==> src/rtl/scan_decoder.sv <==
// Registered N-to-2^N one-hot decoder with a dwell-timed auto-scan mode.
// Direct mode decodes addr each cycle; scan mode walks the select from addr upward.
module scan_decoder #(
    parameter int ADDR_W  = 4,
    parameter int DWELL_W = 8
) (
    input  logic                     clk,
    input  logic                     rst,
    input  logic                     en,
    input  logic                     mode,
    input  logic [ADDR_W-1:0]        addr,
    input  logic [DWELL_W-1:0]       dwell,
    output logic [(1<<ADDR_W)-1:0]   dec,
    output logic [ADDR_W-1:0]        cur_addr,
    output logic                     valid,
    output logic                     wrap
);

    localparam int OUT_W = 1 << ADDR_W;

    typedef enum logic [1:0] {
        OFF    = 2'd0,
        DIRECT = 2'd1,
        SCAN   = 2'd2
    } state_t;

    state_t             state;
    logic [DWELL_W-1:0] cnt;
    logic [ADDR_W-1:0]  next_idx;

    function automatic logic [OUT_W-1:0] onehot(input logic [ADDR_W-1:0] a);
        logic [OUT_W-1:0] v;
        v    = '0;
        v[a] = 1'b1;
        return v;
    endfunction

    // cur_addr doubles as the scan index; it wraps naturally at 2^ADDR_W.
    assign next_idx = cur_addr + ADDR_W'(1);

    // NOTE: every register here uses non-blocking assignment so all of them
    // update together from the values present before the edge.
    always_ff @(posedge clk) begin
        if (rst) begin
            state    <= OFF;
            cnt      <= '0;
            cur_addr <= '0;
            dec      <= '0;
            valid    <= 1'b0;
            wrap     <= 1'b0;
        end else if (!en) begin
            // cur_addr deliberately holds its last value while off.
            state <= OFF;
            cnt   <= '0;
            dec   <= '0;
            valid <= 1'b0;
            wrap  <= 1'b0;
        end else if (!mode) begin
            state    <= DIRECT;
            cnt      <= '0;
            cur_addr <= addr;
            dec      <= onehot(addr);
            valid    <= 1'b1;
            wrap     <= 1'b0;
        end else if (state != SCAN) begin
            // Scan entry: addr is the start index and is not sampled again.
            state    <= SCAN;
            cnt      <= '0;
            cur_addr <= addr;
            dec      <= onehot(addr);
            valid    <= 1'b1;
            wrap     <= 1'b0;
        end else if (cnt >= dwell) begin
            // >= rather than == so a live drop of dwell below cnt still advances.
            cnt      <= '0;
            cur_addr <= next_idx;
            dec      <= onehot(next_idx);
            valid    <= 1'b1;
            wrap     <= (next_idx == '0);
        end else begin
            cnt  <= cnt + DWELL_W'(1);
            wrap <= 1'b0;
        end
    end

endmodule

==> config.mk <==
export PLATFORM = sky130hd
export DESIGN_NAME = scan_decoder
export DESIGN_NICKNAME = d
export VERILOG_FILES = /design/src/rtl/scan_decoder.sv
export SDC_FILE = /design/constraint.sdc
export NUM_CORES = 1
export LEC_CHECK = 0
export ABC_AREA = 1
export CORE_MARGIN = 5
export CORE_UTILIZATION = 55
export CTS_CLUSTER_DIAMETER = 80
export DETAILED_ROUTE_END_ITERATION = 12
export DONT_BUFFER_PORTS = 1
export PLACE_DENSITY_LB_ADDON = 0.05
export SLEW_MARGIN = 20
export SYNTH_ARGS = -nofsm -noshare
export SYNTH_HDL_FRONTEND = slang
export SYNTH_SLANG_ARGS = --single-unit
export TNS_END_PERCENT = 30
==> constraint.sdc <==
create_clock -name clk -period 4.45 [get_ports clk]
set_clock_uncertainty 0.2 [all_clocks]
set_input_delay 0.89 -clock clk [delete_from_list [all_inputs] [get_ports clk]]
set_output_delay 0.89 -clock clk [all_outputs]
set_load 0.02 [all_outputs]
==> out/qor.yml <==
synthesis:
  synth_cell_types: 26
  synth_area_um2: 1990
  synth_edf_count: 0
  synth_cells: 304
  seq_area_frac_synth: 0.322
  async_reset_ff_frac: 0
  yosys_register_bits: 32
  synth_ff_type: "dfxtp_1"
  synth_area_leader_cell: "dfxtp_1"
  synth_nets: 333
  yosys-top-cells-count: "70 x nand2_1, 53 x inv_1, 36 x nand3_1, 33 x nor2_1, 32 x dfxtp_1"
  yosysMostFrequentCell: "nand2_1"
  synth_area_leaders: "dfxtp_1 32%, nand2_1 13%, inv_1 10%"
  postSynthAreaPerCell_um2: 6.54
  synth_top_area_share: 0.322
  yosysWarnings: 0
clock_network:
  cts_hold_buf: 0
  cts_num_sinks: 32
  cts_buffer_depth: 2
  post_cts_buffers: 0
  cts_tree: "built"
  clk_pin_slew_ns: 0.11
  cts_root_buf: "clkbuf_4"
  postCtsResizedCells: 0
  clk_latency_ns: 0.34
  cts.htree.levels: 2
  cts_made_buffers: 5
status:
  status: "completed"
route:
  dr.pass1.iters: 4
  postRouteAntennaNets: 0
  vias_per_cell: 5.18
  vias: 1809
  finalWirelength_um: 4160
  drcViolationCount: 0
  drt-wirelength-per-cell_um: 11.9
  drt_iter0_drc: 91
worst_setup_path:
  cp_data_required_time_ns: 4.52
  path_class: "input port to flop"
  rr_startpoint: "cnt[0]"
  reg2reg_slack_ns: 1.95
  critPathArrivalTime_ns: 2.67
  start_kind: "input port"
  cp_max_fo: 13
  endpoint: "cnt[2]"
  crit_path_start: "dwell[3]"
  r2r-end: "cnt[2]"
  r2r.worst_path.cells: 13
  end_kind: "flop"
floorplanning:
  ioPinCount: 38
  die_x_um: 70.1
  dieArea_um2: 4920
  fp.dieH_um: 70.1
  core_area_um2: 3420
  fp-row-count: 21
  initial_core_util: 0.582
sta:
  slew_headroom: 0.690
  fin_crit_sh: 0.584
  finalSetupViolations: 0
  period_needed_ns: 2.60
  fin_ws_ns: 1.85
  grt_setup_unrepaired: "false"
  hold_violations: 0
  tns_ns: 0
  fmax_mhz: 385
  drv_slew: 0
  tightest_slew_ns: 0.464
grt:
  antenna_found_initial: 0
  gr-total-overflow: 0
  grt_usage: 0.177
  grt_max_degree: 20
  grt_pass1_wl_um: 7090
  grt_pass1_vias: 1573
worst_hold_path:
  hold_path_startpoint: "cnt[0]"
  whs_path_depth: 1
  hold_path.class: "flop to flop"
placed_design:
  dp_hpwl_um: 3250
  gp_congestion: 0.880
  io_buffers: 0
  pre_cts_ws_ns: 1.51
finish:
  nets: 331
  syn_to_final_growth_pct: 4.34
  n_antenna_cell: 0
  drive_above_1_share: 0.0627
power:
  p_leak_uw: 0.00109
  ir_drop_mv: 0.213
  powerDensity_nw_per_um2: 280
run:
  drv_cap: 0
## how the worst min path moves through the flow
| stage | end | slack [ns] |
|---|---|---|
| after floorplan | cnt[0] | 0.23 |
| after global placement | cnt[0] | 0.26 |
| after detailed placement | cnt[0] | 0.26 |
| after CTS | cnt[0] | 0.28 |
| after global routing | cnt[0] | 0.31 |
| final | cnt[0] | 0.29 |
## logic make-up after synthesis
logic type | synth area share
buffers and inverters | 0.132
DFF | 0.322
AOI/OAI and AO/OA | 0.0554
and+or+nand+nor | 0.400
adders and majority gates | 0.0818
xor gates and xnor gates | 0.00881
## metal layers
metal  wire length, um  vias to the layer above  GRT usage
li1                  -                      969          -
met1              2050                      796      0.230
met2              1770                       36      0.269
met3               275                        8     0.0603
met4                65                        0     0.0702
met5                 0                        -          0
## final cells by class
cell class,count,area (um^2)
Fill cell,356,1340
Tap cell,46,57.6
Inverter,56,210
Clock inverter,3,42.5
Multi-Input combinational cell,207,1090
Sequential cell,32,641
Clock buffer,5,37.5
## state kept, by name, indices dropped and copies added (netlist names)
name / count
wrap: 1
cur_addr: 4
state: 2
valid: 1
cnt: 8
dec: 16
## critical path: stages
cell and delay [ns]:
inv_1 0.02, ha_1 0.29, a21oi_1 0.21, nand2_1 0.07, nand2_1 0.34, nand3_2 0.33, inv_2 0.19, nand2_2 0.13
nor3_1 0.19
## placed cells by master, fill, tap and decap left out, types with 2 or more instances in the layout
master	instances
a21oi_1	11
clkbuf_4	5
dfxtp_1	32
ha_1	13
inv_1	53
inv_2	3
nand2_1	70
nand3_1	36
nand4_1	21
nor2_1	33
nor2_4	3
nor3_1	3
o21ai_0	8
xor2_1	2
## report_power, final
part           internal (uW)  switching [uW]
Sequential               292            12.4
Clock                    117             104
Combinational           17.3            38.1
Total                    426             155
## metrics by stage
stage	total power, uW	util	instance area (um^2)	hold WS (ns)	cells
global placement	366	0.584	1990	0.258	341
CTS	586	0.607	2070	0.284	349
floorplan	358	-	1990	0.230	304
detailed placement	366	0.584	1990	0.258	341
global route	613	0.607	2070	0.310	349
finish	581	0.607	2070	0.286	349
Note: power is estimated with default switching activity, not from simulation.
